$ cat config.mk
export PLATFORM = sky130hd
export DESIGN_NAME = instr_mem_arbiter
export DESIGN_NICKNAME = d
export VERILOG_FILES = /design/src/rtl/instr_mem_arbiter.sv
export SDC_FILE = /design/constraint.sdc
export NUM_CORES = 1
export LEC_CHECK = 0
export CAP_MARGIN = 20
export CORE_MARGIN = 5
export CORE_UTILIZATION = 34
export CTS_BUF_LIST = sky130_fd_sc_hd__clkbuf_4
export DETAILED_ROUTE_END_ITERATION = 12
export PLACE_DENSITY = 0.85
export SLEW_MARGIN = 20
export SYNTH_ARGS = -nofsm -noshare
export SYNTH_HDL_FRONTEND = slang
export SYNTH_SLANG_ARGS = --single-unit
export TNS_END_PERCENT = 50
$ cat constraint.sdc
create_clock -name clk -period 4.1 [get_ports clk]
set_input_delay 0.82 -clock clk [delete_from_list [all_inputs] [get_ports clk]]
set_output_delay 0.82 -clock clk [all_outputs]
set_load 0.01 [all_outputs]
$ cat src/rtl/instr_mem_arbiter.sv
// Two-port instruction-memory arbiter: fetch wins contention until debug has lost STARVE_LIMIT times.
// Grant is combinational; read data, valid and misalign return exactly one cycle after the grant.
module instr_mem_arbiter #(
   parameter int STARVE_LIMIT = 4
) (
   input  logic        clk,
   input  logic        reset,
   input  logic        f_req,
   input  logic [31:0] f_addr,
   output logic        f_gnt,
   output logic        f_valid,
   output logic [31:0] f_rdata,
   input  logic        d_req,
   input  logic [31:0] d_addr,
   output logic        d_gnt,
   output logic        d_valid,
   output logic [31:0] d_rdata,
   output logic [31:0] mem_addr,
   input  logic [31:0] mem_rdata,
   output logic        misalign
);

   localparam int CW = (STARVE_LIMIT < 1) ? 1 : $clog2(STARVE_LIMIT + 1);
   localparam logic [CW-1:0] LIMIT = CW'(STARVE_LIMIT);

   logic [CW-1:0] r_starve_cnt;
   logic          r_f_valid;
   logic          r_d_valid;
   logic [31:0]   r_f_rdata;
   logic [31:0]   r_d_rdata;
   logic          r_misalign;

   logic          w_d_win;
   logic          w_f_win;
   logic          w_contested;
   logic [31:0]   w_gnt_addr;

   // Debug only wins contention once fetch has used up its allowance.
   always_comb begin
      w_contested = f_req && d_req;
      w_d_win     = !reset && d_req && (!f_req || (r_starve_cnt == LIMIT));
      w_f_win     = !reset && f_req && !w_d_win;
      w_gnt_addr  = 32'h0;
      if (w_f_win) begin
         w_gnt_addr = f_addr;
      end else if (w_d_win) begin
         w_gnt_addr = d_addr;
      end
   end

   assign f_gnt    = w_f_win;
   assign d_gnt    = w_d_win;
   assign mem_addr = {w_gnt_addr[31:2], 2'b00};

   always_ff @(posedge clk or posedge reset) begin
      if (reset) begin
         r_starve_cnt <= '0;
         r_f_valid    <= 1'b0;
         r_d_valid    <= 1'b0;
         r_f_rdata    <= 32'h0;
         r_d_rdata    <= 32'h0;
         r_misalign   <= 1'b0;
      end else begin
         r_f_valid  <= w_f_win;
         r_d_valid  <= w_d_win;
         r_misalign <= (w_f_win || w_d_win) && (w_gnt_addr[1:0] != 2'b00);
         if (w_f_win) begin
            r_f_rdata <= mem_rdata;
         end
         if (w_d_win) begin
            r_d_rdata <= mem_rdata;
         end
         if (w_d_win) begin
            r_starve_cnt <= '0;
         end else if (w_f_win && w_contested && (r_starve_cnt != LIMIT)) begin
            r_starve_cnt <= r_starve_cnt + CW'(1);
         end
      end
   end

   assign f_valid  = r_f_valid;
   assign d_valid  = r_d_valid;
   assign f_rdata  = r_f_rdata;
   assign d_rdata  = r_d_rdata;
   assign misalign = r_misalign;

endmodule

==> flow_metrics.env <==
export IMPL_status="finished clean"
export IMPL_worst_pin_slew_ns=0.876
export IMPL_slowest_stage="clkdlybuf4s50_1"
export IMPL_root_buffer="clkbuf_4"
export IMPL_clock_skew_ns=0.0121
export IMPL_crit_fanout=32
export IMPL_p_switching_mw=0.654
export IMPL_ioPinCount=201
export IMPL_cts_sinks=70
export IMPL_yosysUniqueCellTypes=25
export IMPL_yosys_top_cells_count="dfrtp_1 (70), mux2_2 (36), a22o_1 (30)"
export IMPL_yosysSeqAreaShare_pct=56.1
export IMPL_drive_gt1_share_pct=22.3
export IMPL_cp_common_cell="clkdlybuf4s50_1"
export IMPL_p_per_area_mw_per_mm2=450
export IMPL_post_route_util_pct=58.7
export IMPL_min_to="d_rdata[2]"
export IMPL_worstSkewPairLatency_ns=0.41
export IMPL_final_setup_viol_count=0
export IMPL_ff2ff_path_depth=6
export IMPL_initial_core_util_pct=34.3
export IMPL_ir_drop_v=0.000251
export IMPL_cts_tree="yes"
export IMPL_cp_cell_sequence="clkdlybuf4s50_1, and2b_1, nand2b_2, inv_2, a22o_1, clkdlybuf4s50_1"
export IMPL_synth_area_top_cells="dfrtp_1 (56%), mux2_4 (13%), mux2_2 (13%)"
export IMPL_drtAntennaViolNets=0
export IMPL_fin_nets=505
export IMPL_synthFlopType="dfrtp_1"
export IMPL_fp_dieW_um=106
export IMPL_core_area_mm2=0.00911
export IMPL_postCtsHoldBufs=0
export IMPL_die_area_mm2=0.0112
export IMPL_synth_top_area_share_pct=56.1
export IMPL_via_count=2486
export IMPL_intPower_mw=1.75
export IMPL_layout_min_cycle_time_ns=3.76
export IMPL_dp_hpwl_mm=7.46
export IMPL_hold_viol_final=0
export IMPL_cp_required_ns=3.28
export IMPL_grt_usage_pct=17.0
export IMPL_syn_to_final_growth_pct=71.2
export IMPL_synth_warnings=0
export IMPL_p_seq_share_pct=39.2
export IMPL_die_h_um=106
export IMPL_cts_inserted_buffers=9
export IMPL_crit_path_start_kind="primary input"
export IMPL_post_place_ws_ns=0.356
export IMPL_max_cap_violations=0
export IMPL_slowest_delay_ns=0.56
export IMPL_ys_ff_latch=70
export IMPL_timing_hold_ws_ns=0.514
export IMPL_final_instance_count_excl_fill=519
export IMPL_min_from="d_rdata[2]"
export IMPL_r2r_slack_ns=1.79
export IMPL_fin_crit_sh_pct=91.7
export IMPL_cp_arrival_ns=2.94
export IMPL_worst_path_buf_inv=3
export IMPL_placed_cell_area_mm2=0.00516
export IMPL_clk_pin_slew_ns=0.11
export IMPL_whs_path_depth=1
export IMPL_syn_avg_cell_area_um2=15.3
export IMPL_grt_pass1_wl_mm=14.9
export IMPL_dr_pass1_iters=4
export IMPL_async_flop_share_pct=100
export IMPL_grt_pass1_vias=2720
export IMPL_crit_family="buffers and inverters"
export IMPL_leakage_nw=2.26
export IMPL_r2r_start="r_starve_cnt[0]"
export IMPL_antenna_found_initial=0
export IMPL_synthCells=204
export IMPL_slew_violations=0
export IMPL_layout_setup_ws_ns=0.339
export IMPL_endpoint_kind="primary output"
export IMPL_fin_tns_setup_ns=0
export IMPL_gp_congestion=0.938
export IMPL_power_mw=2.41
export IMPL_io_buffer_count=198
export IMPL_drt_iter0_drc=135
export IMPL_r2r_end="f_rdata[28]"
export IMPL_hold_path_class="reg2reg"
export IMPL_cts_resized=0
export IMPL_num_rows=35
export IMPL_synth_area_leader_cell="dfrtp_1"
export IMPL_sw_frac_of_total_pct=27.2
export IMPL_htree_levels=3
export IMPL_synth_enable_flop_cells=0
export IMPL_overflow=0
export IMPL_criticalPathCategory="in2out"
export IMPL_drcViolationCount=0
export IMPL_yosysMostFrequentCell="dfrtp_1"
export IMPL_via_per_inst=4.79
export IMPL_grt_max_degree=71
export IMPL_place_inst=503
export IMPL_combPwrFrac_pct=36.8
export IMPL_n_antenna_cell=0
export IMPL_p_clk_share_pct=24.0
export IMPL_netlist_area_mm2=0.00312
export IMPL_wirelength_mm=9.89
export IMPL_max_clock_freq_mhz=266
export IMPL_cts_buffer_depth=2
export IMPL_rsz0062_at_grt="no"
export IMPL_post_cts_setup_buffers=0
export IMPL_design_area_mm2=0.00535
export IMPL_wl_per_cell_um=19.1
export IMPL_relSlewSlack_pct=41.6
[how the worst max path moves through the flow]
stage	from	end	cells after the start
2_1_floorplan	reset	mem_addr[10]	5
3_3_place_gp	reset	mem_addr[16]	6
3_5_place_dp	reset	mem_addr[18]	6
4_1_cts	reset	mem_addr[18]	6
5_1_grt	reset	mem_addr[18]	6
6_report	reset	mem_addr[18]	6
[sequential cells by signal, summed over array words and instances, names as in the netlist]
name,count
d_rdata,32
misalign,1
f_valid,1
r_starve_cnt,3
d_valid,1
f_rdata,32
[kinds of logic after synthesis]
group | share of synthesized area (%)
and+or+nand+nor | 2.08
adders and majority gates | 0.801
buffers and inverters | 4.73
AOI/OAI and AO/OA | 9.77
DFF | 56.1
other | 0.120
muxes | 26.4
[power by group through the flow]
stage | Sequential, mW | Combinational [mW] | Clock [mW]
2_1_floorplan | 1.02 | 0.295 | 0
3_3_place_gp | 0.948 | 0.877 | 0
3_5_place_dp | 0.957 | 0.894 | 0
4_1_cts | 0.945 | 0.898 | 0.598
5_1_grt | 0.966 | 0.935 | 0.627
6_report | 0.943 | 0.886 | 0.578
[final cells by class]
type	instances	area [µm²]
fillers	760	3760
flip-flops and latches	70	1750
multi-input cells	115	1230
inverters	4	18.8
clock buffers	11	82.6
clock inverters	5	106
repair buffers	203	2020
well taps	111	139
[layout by cell type (no fill, tap or decap), types with 2 or more instances in the layout]
| cell type | instances |
|---|---|
| o21ai_0 | 2 |
| clkbuf_4 | 11 |
| nand3_1 | 3 |
| conb_1 | 2 |
| buf_4 | 5 |
| inv_1 | 2 |
| ha_1 | 2 |
| bufinv_16 | 3 |
| clkinvlp_4 | 2 |
| dfrtp_1 | 70 |
| mux2_4 | 28 |
| mux2_2 | 36 |
| a22o_1 | 30 |
| clkdlybuf4s50_1 | 198 |
[metal layers]
| metal | up-vias | share of wire, % | track usage, % |
|---|---|---|---|
| li1 | 1142 | - | - |
| met1 | 1240 | 43 | 21.8 |
| met2 | 91 | 50 | 28.0 |
| met3 | 13 | 6.1 | 5.33 |
| met4 | 0 | 1.6 | 4.63 |
| met5 | - | 0 | 0 |
Power figures use the tool's default switching activity.
